[src/rtl/pc_seq_pkg.sv]
// Shared types and default constants for the program-counter / return-stack stage.
package pc_seq_pkg;

  localparam int unsigned PC_W_DEF        = 10;
  localparam int unsigned STACK_DEPTH_DEF = 16;
  localparam logic [9:0]  ISR1_ADDR_DEF   = 10'h3F0;
  localparam logic [9:0]  ISR2_ADDR_DEF   = 10'h3F8;

  typedef enum logic [1:0] {
    IDLE     = 2'd0,
    ISR      = 2'd1,
    ISR_NEST = 2'd2
  } state_t;

endpackage

[src/rtl/pc_sequencer_ret_stack.sv]
// Return-address LIFO: synchronous write, asynchronous read of the top entry.
// Pop takes precedence over push; blocked operations raise err_ovf / err_unf.
module ret_stack #(
  parameter  int unsigned DW    = 10,
  parameter  int unsigned DEPTH = 16,
  localparam int unsigned AW    = $clog2(DEPTH),
  localparam int unsigned SPW   = AW + 1
) (
  input  logic           clk,
  input  logic           reset,
  input  logic           i_push,
  input  logic           i_pop,
  input  logic [DW-1:0]  i_wdata,
  output logic [DW-1:0]  o_top,
  output logic [SPW-1:0] o_sp,
  output logic           o_full,
  output logic           o_empty,
  output logic           o_err_ovf,
  output logic           o_err_unf
);

  logic [DW-1:0]  r_mem [DEPTH];
  logic [SPW-1:0] r_sp;
  logic [AW-1:0]  w_top_idx;
  logic           w_full;
  logic           w_empty;
  logic           w_do_push;
  logic           w_do_pop;

  assign w_full    = (r_sp == SPW'(DEPTH));
  assign w_empty   = (r_sp == '0);
  assign w_do_pop  = i_pop & ~w_empty;
  assign w_do_push = i_push & ~i_pop & ~w_full;
  assign w_top_idx = r_sp[AW-1:0] - AW'(1);

  always_ff @(posedge clk) begin
    if (!reset) begin
      r_sp <= '0;
    end else if (w_do_pop) begin
      r_sp <= r_sp - SPW'(1);
    end else if (w_do_push) begin
      r_sp <= r_sp + SPW'(1);
    end
  end

  always_ff @(posedge clk) begin
    if (w_do_push) begin
      r_mem[r_sp[AW-1:0]] <= i_wdata;
    end
  end

  assign o_top     = r_mem[w_top_idx];
  assign o_sp      = r_sp;
  assign o_full    = w_full;
  assign o_empty   = w_empty;
  assign o_err_ovf = i_push & w_full;
  assign o_err_unf = i_pop & w_empty;

endmodule

[src/rtl/pc_sequencer.sv]
// Program counter with return stack and edge-latched vectored interrupts.
// Optional macro NESTED_INTR_EN lets intr1 preempt an ISR entered from intr2.
module pc_sequencer
  import pc_seq_pkg::*;
#(
  parameter int unsigned       PC_W        = PC_W_DEF,
  parameter int unsigned       STACK_DEPTH = STACK_DEPTH_DEF,
  parameter logic [PC_W-1:0]   ISR1_ADDR   = PC_W'(ISR1_ADDR_DEF),
  parameter logic [PC_W-1:0]   ISR2_ADDR   = PC_W'(ISR2_ADDR_DEF)
) (
  input  logic            clk,
  input  logic            reset,
  input  logic            s_inc,
  input  logic            push,
  input  logic            pop,
  input  logic [PC_W-1:0] jump_addr,
  input  logic            intr1,
  input  logic            intr2,
  output logic [PC_W-1:0] pc,
  output logic            in_isr,
  output logic            stack_full,
  output logic            stack_empty,
  output logic            stack_err
);

  localparam int unsigned SPW = $clog2(STACK_DEPTH) + 1;

  state_t          r_state;
  state_t          w_state_next;
  logic [PC_W-1:0] r_pc;
  logic [PC_W-1:0] w_pc_next;
  logic [PC_W-1:0] w_pc_inc;
  logic [PC_W-1:0] w_norm_next;
  logic [PC_W-1:0] w_vector;
  logic [PC_W-1:0] w_stack_wdata;
  logic [PC_W-1:0] w_top;
  logic [SPW-1:0]  w_sp;
  logic [SPW-1:0]  r_isr_sp;
  logic            r_intr1_d;
  logic            r_intr2_d;
  logic            r_pend1;
  logic            r_pend2;
  logic            r_err;
  logic            w_rise1;
  logic            w_rise2;
  logic            w_full;
  logic            w_empty;
  logic            w_err_ovf;
  logic            w_err_unf;
  logic            w_take1;
  logic            w_take2;
  logic            w_entry;
  logic            w_exit;
  logic            w_st_push;
`ifdef NESTED_INTR_EN
  logic [SPW-1:0]  r_isr_sp1;
  logic            r_isr2_src;
  logic            w_nest_exit;
`endif

  assign w_pc_inc    = r_pc + PC_W'(1);
  assign w_norm_next = s_inc ? w_pc_inc : jump_addr;
  assign w_rise1     = intr1 & ~r_intr1_d;
  assign w_rise2     = intr2 & ~r_intr2_d;

`ifdef NESTED_INTR_EN
  assign w_take1     = r_pend1 & ((r_state == IDLE) | ((r_state == ISR) & r_isr2_src));
  assign w_nest_exit = pop & (r_state == ISR_NEST) & (w_sp == r_isr_sp1 + SPW'(1));
`else
  assign w_take1     = r_pend1 & (r_state == IDLE);
`endif
  assign w_take2  = r_pend2 & ~r_pend1 & (r_state == IDLE);
  assign w_entry  = (w_take1 | w_take2) & ~push & ~pop & ~w_full;
  assign w_vector = w_take1 ? ISR1_ADDR : ISR2_ADDR;
  assign w_exit   = pop & (r_state == ISR) & (w_sp == r_isr_sp + SPW'(1));

  // Interrupt entry reuses the stack write port, saving where the current instruction would go.
  assign w_st_push     = w_entry | push;
  assign w_stack_wdata = w_entry ? w_norm_next : w_pc_inc;

  ret_stack #(
    .DW    (PC_W),
    .DEPTH (STACK_DEPTH)
  ) u_stack (
    .clk       (clk),
    .reset     (reset),
    .i_push    (w_st_push),
    .i_pop     (pop),
    .i_wdata   (w_stack_wdata),
    .o_top     (w_top),
    .o_sp      (w_sp),
    .o_full    (w_full),
    .o_empty   (w_empty),
    .o_err_ovf (w_err_ovf),
    .o_err_unf (w_err_unf)
  );

  always_comb begin
    w_pc_next = w_norm_next;
    if (w_entry) begin
      w_pc_next = w_vector;
    end else if (pop) begin
      w_pc_next = w_empty ? w_pc_inc : w_top;
    end else if (push) begin
      w_pc_next = jump_addr;
    end
  end

  always_ff @(posedge clk) begin
    if (!reset) begin
      r_pc      <= '0;
      r_intr1_d <= 1'b0;
      r_intr2_d <= 1'b0;
      r_pend1   <= 1'b0;
      r_pend2   <= 1'b0;
      r_err     <= 1'b0;
      r_isr_sp  <= '0;
`ifdef NESTED_INTR_EN
      r_isr_sp1  <= '0;
      r_isr2_src <= 1'b0;
`endif
    end else begin
      r_pc      <= w_pc_next;
      r_intr1_d <= intr1;
      r_intr2_d <= intr2;
      r_pend1   <= w_rise1 | (r_pend1 & ~(w_entry & w_take1));
      r_pend2   <= w_rise2 | (r_pend2 & ~(w_entry & w_take2));
      r_err     <= r_err | w_err_ovf | w_err_unf | (push & pop);
      if (w_entry && (r_state == IDLE)) begin
        r_isr_sp <= w_sp;
`ifdef NESTED_INTR_EN
        r_isr2_src <= w_take2;
`endif
      end
`ifdef NESTED_INTR_EN
      if (w_entry && (r_state == ISR)) begin
        r_isr_sp1 <= w_sp;
      end
`endif
    end
  end

  always_ff @(posedge clk) begin
    if (!reset) begin
      r_state <= IDLE;
    end else begin
      r_state <= w_state_next;
    end
  end

  always_comb begin
    w_state_next = r_state;
    unique case (r_state)
      IDLE: begin
        if (w_entry) w_state_next = ISR;
      end
      ISR: begin
        if (w_exit) begin
          w_state_next = IDLE;
`ifdef NESTED_INTR_EN
        end else if (w_entry) begin
          w_state_next = ISR_NEST;
`endif
        end
      end
      ISR_NEST: begin
`ifdef NESTED_INTR_EN
        if (w_nest_exit) w_state_next = ISR;
`else
        w_state_next = IDLE;
`endif
      end
      default: w_state_next = IDLE;
    endcase
  end

  always_comb begin
    in_isr = (r_state != IDLE);
  end

  assign pc          = r_pc;
  assign stack_full  = w_full;
  assign stack_empty = w_empty;
  assign stack_err   = r_err;

endmodule

[config.mk]
export PLATFORM = sky130hd
export DESIGN_NAME = pc_sequencer
export DESIGN_NICKNAME = d
export VERILOG_FILES = /design/src/rtl/pc_seq_pkg.sv /design/src/rtl/pc_sequencer_ret_stack.sv /design/src/rtl/pc_sequencer.sv
export SDC_FILE = /design/constraint.sdc
export NUM_CORES = 1
export LEC_CHECK = 0
export BUFFER_PORTS_ARGS = -buffer_cell sky130_fd_sc_hd__clkbuf_2
export CAP_MARGIN = 20
export CORE_MARGIN = 2
export CORE_UTILIZATION = 45
export DETAILED_ROUTE_END_ITERATION = 7
export GPL_TIMING_DRIVEN = 0
export PLACE_DENSITY = 0.71
export SLEW_MARGIN = 20
export SYNTH_ARGS = -nofsm -noshare
export SYNTH_HDL_FRONTEND = slang
export SYNTH_HIERARCHICAL = 1
export SYNTH_SLANG_ARGS = --single-unit
[constraint.sdc]
create_clock -name clk -period 4.7 [get_ports clk]
set_input_delay 0.705 -clock clk [delete_from_list [all_inputs] [get_ports clk]]
set_output_delay 0.705 -clock clk [all_outputs]
set_load 0.02 [all_outputs]
# [Word-level counts from Yosys, hierarchy flattened]
# Memory sizes are Yosys's and may differ from the RTL's.
# Index checks and enable logic that the tools add are counted.
[totals] ram_bits=160 out_inout_bits=14 ff_bits=27 word_cells=76 inputBits=17 n_memories=1
[classes] reduce_logical=6 muxes=14 n_bitwise=36 n_eq_ne=5 addsub=5
[memory_table] memory="u_stack.r_mem" words=16 word_bits=10 rd=1 rd_ports_with_merged_regs=0 write_ports=1 line="pc_sequencer_ret_stack.sv:22" rtl="logic [DW-1:0] r_mem [DEPTH];"
[ops] op="$mux 10" count=6
[ops] op="$and 1x1->1" count=20
[ops] op="$add 10x1->10 const B" count=1
[ops] op="$add 5x1->5 const B" count=2
[ops] op="$mux 5" count=2
[ops] op="$not 1->1" count=9
[ops] op="$or 1x1->1" count=7
[ops] op="$eq 5x5->1" count=1
[ops] op="$eq 5x5->1 const B" count=1
[ops] op="$logic_not 5->1" count=1
[ops] op="$sub 5x1->5 const B" count=1
[ops] op="$mux 2" count=2
[ops] op="$mux 4" count=1
[ops] op="$ne 2x2->1 const B" count=2
[ops] op="$pmux 2 s2" count=1
[ops] op="$reduce_bool 2->1" count=2
[ops] op="$sub 4x1->4 const B" count=1
[ops] op="$eq 2x1->1 const B" count=1
[ops] op="$logic_not 2->1" count=1
[ops] op="$mux 1" count=2
[ops] op="$reduce_and 2->1" count=1
[ops] op="$logic_and 1x1->1" count=1

# [Longest topological paths before layout]
[logic_depth] ltp_word=12 depth_mapped=16 depth_no_buf=11

# [Hierarchy]
# The synthesis kept the hierarchy.
[by_module_without_submodules] mod="ret_stack" area_per_inst_um2=6723.9 cells_per_inst=408 instances=1 seq_area_each_um2=4904.7
[by_module_without_submodules] mod="pc_sequencer" area_per_inst_um2=1447.6 cells_per_inst=180 instances=1 seq_area_each_um2=420.4

# [Worst setup path after synthesis]
# Ideal clock, no wire load.
[synth_path] path_type="register to register" start="reg u_stack.r_sp[0], in the netlist u_stack/o_sp[0]" end="mem u_stack.r_mem[3][0] (enable)" synth_period_minus_slack_ns=4.263 arrival_ns=3.873 stages_incl_launch_ff=17 required_ns=4.310 n_path_buf=5 path_slack_ns=0.437 setup_ns=0.390 path_cell_list="dfxtp_1 -> buf_4 -> buf_4 -> inv_1 -> ha_1 -> nand4bb_1 -> inv_1 -> or4_4 -> buf_6 -> or2_4 -> buf_6 -> nand2b_1 -> nor2b_1 -> and2_1 -> clkbuf_1 -> nand2_1 -> nor3_1"
[synth_between] elab_chain_len=8
[synth_lines] element="start: declaration" line="pc_sequencer_ret_stack.sv:23" rtl="logic [SPW-1:0] r_sp;"
[synth_lines] element="start signal: assignment" line="pc_sequencer_ret_stack.sv:40" rtl="r_sp <= r_sp - SPW'(1);"
[synth_lines] element="start signal: assignment" line="pc_sequencer_ret_stack.sv:42" rtl="r_sp <= r_sp + SPW'(1);"
[synth_lines] element="$eq 5x5->1" line="pc_sequencer_ret_stack.sv:30" rtl="assign w_full = (r_sp == SPW'(DEPTH));"
[synth_lines] element="net stack_full" line="pc_sequencer.sv:21" rtl="output logic stack_full,"
[synth_lines] element="$not 1->1" line="pc_sequencer.sv:73" rtl="assign w_entry = (w_take1 | w_take2) & ~push & ~pop & ~w_full;"
[synth_lines] element="$and 1x1->1" line="pc_sequencer.sv:73"
[synth_lines] element="$or 1x1->1" line="pc_sequencer.sv:78" rtl="assign w_st_push = w_entry | push;"
[synth_lines] element="net w_st_push" line="pc_sequencer.sv:54" rtl="logic w_st_push;"
[synth_lines] element="$and 1x1->1 (2 in series)" line="pc_sequencer_ret_stack.sv:33" rtl="assign w_do_push = i_push & ~i_pop & ~w_full;"
[synth_lines] element="$mux 1" line="pc_sequencer_ret_stack.sv:47" rtl="if (w_do_push) begin"
[synth_lines] element="$mux 1 (not written as such)" line="pc_sequencer_ret_stack.sv:48" rtl="r_mem[r_sp[AW-1:0]] <= i_wdata;"
[synth_lines] element="end: declaration" line="pc_sequencer_ret_stack.sv:22"
# The timed path passes the listed nets, and every way through them passes these cells.

# [Worst setup path in the final report]
[layout_path] start="reg u_stack.r_sp[0], in the netlist u_stack/o_sp[0]" end="mem u_stack.r_mem[1][7] (enable)"
[layout_between] elab_chain_len=8
[layout_lines] element="$eq 5x5->1" line="pc_sequencer_ret_stack.sv:30"
[layout_lines] element="$not 1->1" line="pc_sequencer.sv:73"
[layout_lines] element="$and 1x1->1" line="pc_sequencer.sv:73"
[layout_lines] element="$or 1x1->1" line="pc_sequencer.sv:78"
[layout_lines] element="net w_st_push" line="pc_sequencer.sv:54"
[layout_lines] element="$and 1x1->1 (2 in series)" line="pc_sequencer_ret_stack.sv:33"
[layout_lines] element="$mux 1" line="pc_sequencer_ret_stack.sv:47"
[layout_lines] element="$mux 1 (not written as such)" line="pc_sequencer_ret_stack.sv:48"
# The timed path passes the listed nets, and every way through them passes these cells.

==> flow_metrics.tcl <==
set metrics [dict create \
    finalClockSkew_ps 5.905 \
    io_buffers 30 \
    grt_pass1_vias 4998 \
    status "finished clean" \
    clock_latency_ps 420 \
    grt_usage_pct 19.87 \
    area_growth_pct 16.93 \
    grt_pass1_wl_um 28760 \
    viasPerCell 5.851 \
    grt_overflow 0 \
    place_inst 849 \
    grt_use_met2_pct 32.62 \
    synthFlopType "edfxtp_1" \
    cp_max_fo 10 \
    powerDensity_mw_per_mm2 672.9 \
    clk_pin_slew_ps 60 \
    seq_power_share_pct 35.1 \
    crit_end "u_stack/r_mem[1][7]$_DFFE_PP_" \
    setup_violations 0 \
    slew_headroom_pct 37.92 \
    pwr-share-clk_pct 21.6 \
    intPower_mw 3.931 \
    cts_made_buffers 17 \
    crit_start "u_stack/o_sp[0]$_SDFFE_PN0P_" \
    grt.met3_usage_pct 3.660 \
    crit_type "flop to flop" \
    synth_area_mm2 0.008172 \
    wl_um 19350 \
    core_area_mm2 0.01790 \
    worstMarginPinSlew_ps 931.2 \
    syn_inst 588 \
    die_w_um 138.8 \
    fin_util_pct 53.38 \
    antenna_found_initial 0 \
    rsz0062_at_grt "true" \
    timing.hold.worst.class "flop to flop" \
    grt_max_degree 17 \
    synth_warnings 6 \
    numClockSinks 186 \
    max_freq_mhz 216.4 \
    start_util_pct 45.65 \
    num_antenna_cells 0 \
    root_buffer "clkbuf_16" \
    drt-wirelength-per-cell_um 21.70 \
    htreeDepth 4 \
    dp_slack_ps -296.7 \
    vdd_drop_max_mv 0.4570 \
    io_pins 31 \
    cap_violations 0 \
    detail-route-antenna-nets 0 \
    rows 49 \
    p_leak_nw 3.323 \
    cts_tree "yes" \
    drive_gt1_share_pct 22.17 \
    synthArstFlopShare_pct 0 \
    period_share_pct 98.33 \
    dieArea_mm2 0.01925 \
    fin_crit_ps 4621 \
    finalMaxSlewViolations 0 \
    final_nets 675 \
    gp_congestion 0.9318 \
    busiest_layer "met2" \
    stdcell_count 892 \
    p_sw_share_pct 38.86 \
    p_sw_mw 2.499 \
    first_pass_iters 6 \
    crit_required_ps 4840 \
    reg2reg_slack_ps 80 \
    synth-edff-count 160 \
    vias 5219 \
    start_kind "flop" \
    clockBufferDepth 2 \
    r2r-end "u_stack/r_mem[1][7]$_DFFE_PP_" \
    ys_seq_area_share_pct 65.17 \
    drc 0 \
    crit_arrival_ps 4760 \
    dp_hpwl_um 12690 \
    ys_types 60 \
    synth_seq_cells 186 \
    comb_power_share_pct 43.4 \
    met1_usage_pct 26.61 \
    setup_slack_ps 78.72 \
    endpoint_kind "flop" \
    hold_viol 0 \
    initialDrtViolationCount 538 \
    setup-tns-final_ps 0 \
    fp.dieH_um 138.8 \
    syn-num-nets 613 \
    rr_worst_depth 17 \
    postSynthAreaPerCell_um2 13.90 \
    regToRegStartpoint "u_stack/o_sp[0]$_SDFFE_PN0P_" \
]
## state kept, by name, summed over array words and instances, names as in the netlist
| name | cells |
|---|---|
| r_pend2 | 1 |
| r_pend1 | 1 |
| r_intr1_d | 1 |
| u_stack/o_sp | 5 |
| pc | 10 |
| stack_err | 1 |
| r_isr_sp | 5 |
| r_state | 1 |
| r_intr2_d | 1 |
| u_stack/r_mem | 160 |
## worst min path at each step
stage | startpoint | to | slack (ps) | cells after the start
after floorplan | r_isr_sp[4]$_SDFFE_PN0P_ | r_isr_sp[4]$_SDFFE_PN0P_ | 450 | 2
after global placement | r_isr_sp[4]$_SDFFE_PN0P_ | r_isr_sp[4]$_SDFFE_PN0P_ | 460 | 2
after detailed placement | r_isr_sp[4]$_SDFFE_PN0P_ | r_isr_sp[4]$_SDFFE_PN0P_ | 470 | 2
after CTS | intr1 | r_intr1_d$_SDFF_PN0_ | 470 | 2
after global routing | intr1 | r_intr1_d$_SDFF_PN0_ | 490 | 2
final | r_isr_sp[4]$_SDFFE_PN0P_ | r_isr_sp[4]$_SDFFE_PN0P_ | 470 | 2
## layer usage
metal | up-vias | share of wire, %
met5 | - | 0
met1 | 2624 | 41
met4 | 0 | 2.8
met2 | 197 | 50
met3 | 43 | 6.1
li1 | 2355 | -
## final cells by class
cell class              instances  area, um2
fillers                      1438       8347
flip-flops and latches        186       5325
multi-input cells             359       2750
clock buffers                  17      425.4
repair buffers                 43      389.1
well taps                     229      286.5
plain buffers                  30      181.4
clock inverters                15      148.9
inverters                      13      48.80
## cell usage after synthesis (3+ instances only)
| cell type | n | share of area (%) |
|---|---|---|
| xnor2_1 | 13 | 1.4 |
| o21ai_0 | 6 | 0.37 |
| buf_2 | 6 | 0.37 |
| clkbuf_1 | 14 | 0.64 |
| edfxtp_1 | 160 | 59 |
| nand2_1 | 103 | 4.7 |
| a32o_1 | 10 | 1.2 |
| mux2_1 | 4 | 0.55 |
| a32oi_1 | 3 | 0.32 |
| a31o_2 | 3 | 0.32 |
| nor2_1 | 23 | 1.1 |
| ha_1 | 8 | 1.2 |
| o31ai_1 | 3 | 0.28 |
| nor3_1 | 6 | 0.37 |
| dfxtp_1 | 26 | 6.4 |
| and2_1 | 8 | 0.61 |
| nand2b_1 | 7 | 0.54 |
| o211ai_1 | 5 | 0.46 |
| inv_1 | 13 | 0.60 |
| mux4_2 | 20 | 5.5 |
| a21oi_1 | 14 | 0.86 |
| xor2_1 | 4 | 0.43 |
| nand3_1 | 27 | 1.7 |
| buf_4 | 4 | 0.37 |
| mux2i_1 | 27 | 3.3 |
| a211oi_1 | 5 | 0.46 |
| nand4_1 | 4 | 0.31 |
| buf_6 | 4 | 0.55 |
| a221oi_1 | 11 | 1.2 |
| nor2b_1 | 10 | 0.77 |
## metrics by stage
step / power (mW) / hold WS, ps / cell area, um2
after detailed placement: 4.975 / 466.4 / 8652
after CTS: 6.370 / 474.1 / 9249
after global routing: 6.702 / 492.3 / 9555
after floorplan: 4.093 / 448.1 / 8172
final: 6.430 / 474.9 / 9555
after global placement: 4.889 / 457.7 / 8608
## timing repair
item,4_1_cts,5_1_grt
pin swaps,0,10
gates resized for setup,8,18
endpoints found under the setup margin,140,144
hold buffers,0,0
buffers inserted,0,11
## placed cells by master (no fill, tap or decap), types with 11 or more instances in the layout
cell type	count
clkbuf_1	14
edfxtp_1	160
buf_12	12
inv_1	13
xnor2_1	13
a221oi_1	11
clkbuf_2	30
clkbuf_16	17
mux4_2	20
dfxtp_1	26
nand3_1	27
a21oi_1	13
mux2i_1	25
nand2_1	102
nor2_1	11
## worst max-delay path: stages, from the launching register on
cell       delay [ps]
dfxtp_1           470
buf_4             270
buf_4             250
inv_1             150
ha_1              280
nand4bb_1         170
inv_1             100
or4_4             420
buf_6             150
or2_4             260
buf_6             150
nand2b_1          100
nor2b_1           250
and2_1            160
clkbuf_1          270
nand2_1           380
nor3_4            320
buf_12            160
## power groups by stage
| stage | clock network (mW) | logic, mW | registers (mW) |
|---|---|---|---|
| 6_report | 1.39 | 2.79 | 2.25 |
| 5_1_grt | 1.47 | 2.96 | 2.27 |
| 4_1_cts | 1.41 | 2.71 | 2.25 |
| 3_5_place_dp | 0 | 2.69 | 2.29 |
| 3_3_place_gp | 0 | 2.61 | 2.28 |
| 2_1_floorplan | 0 | 1.79 | 2.30 |
## cell families (layout without fill, tap and decap cells)
| family | after synthesis | after routing | synth area share (%) |
|---|---|---|---|
| AOI/OAI and AO/OA | 77 | 77 | 7.258 |
| and+or+nand+nor | 203 | 203 | 11.73 |
| adders and majority gates | 8 | 8 | 1.225 |
| xor gates and xnor gates | 18 | 18 | 2.159 |
| muxes | 53 | 53 | 9.646 |
| DFF | 186 | 186 | 65.17 |
| buffers and inverters | 43 | 118 | 2.817 |
Note: power is estimated with default switching activity, not from simulation.
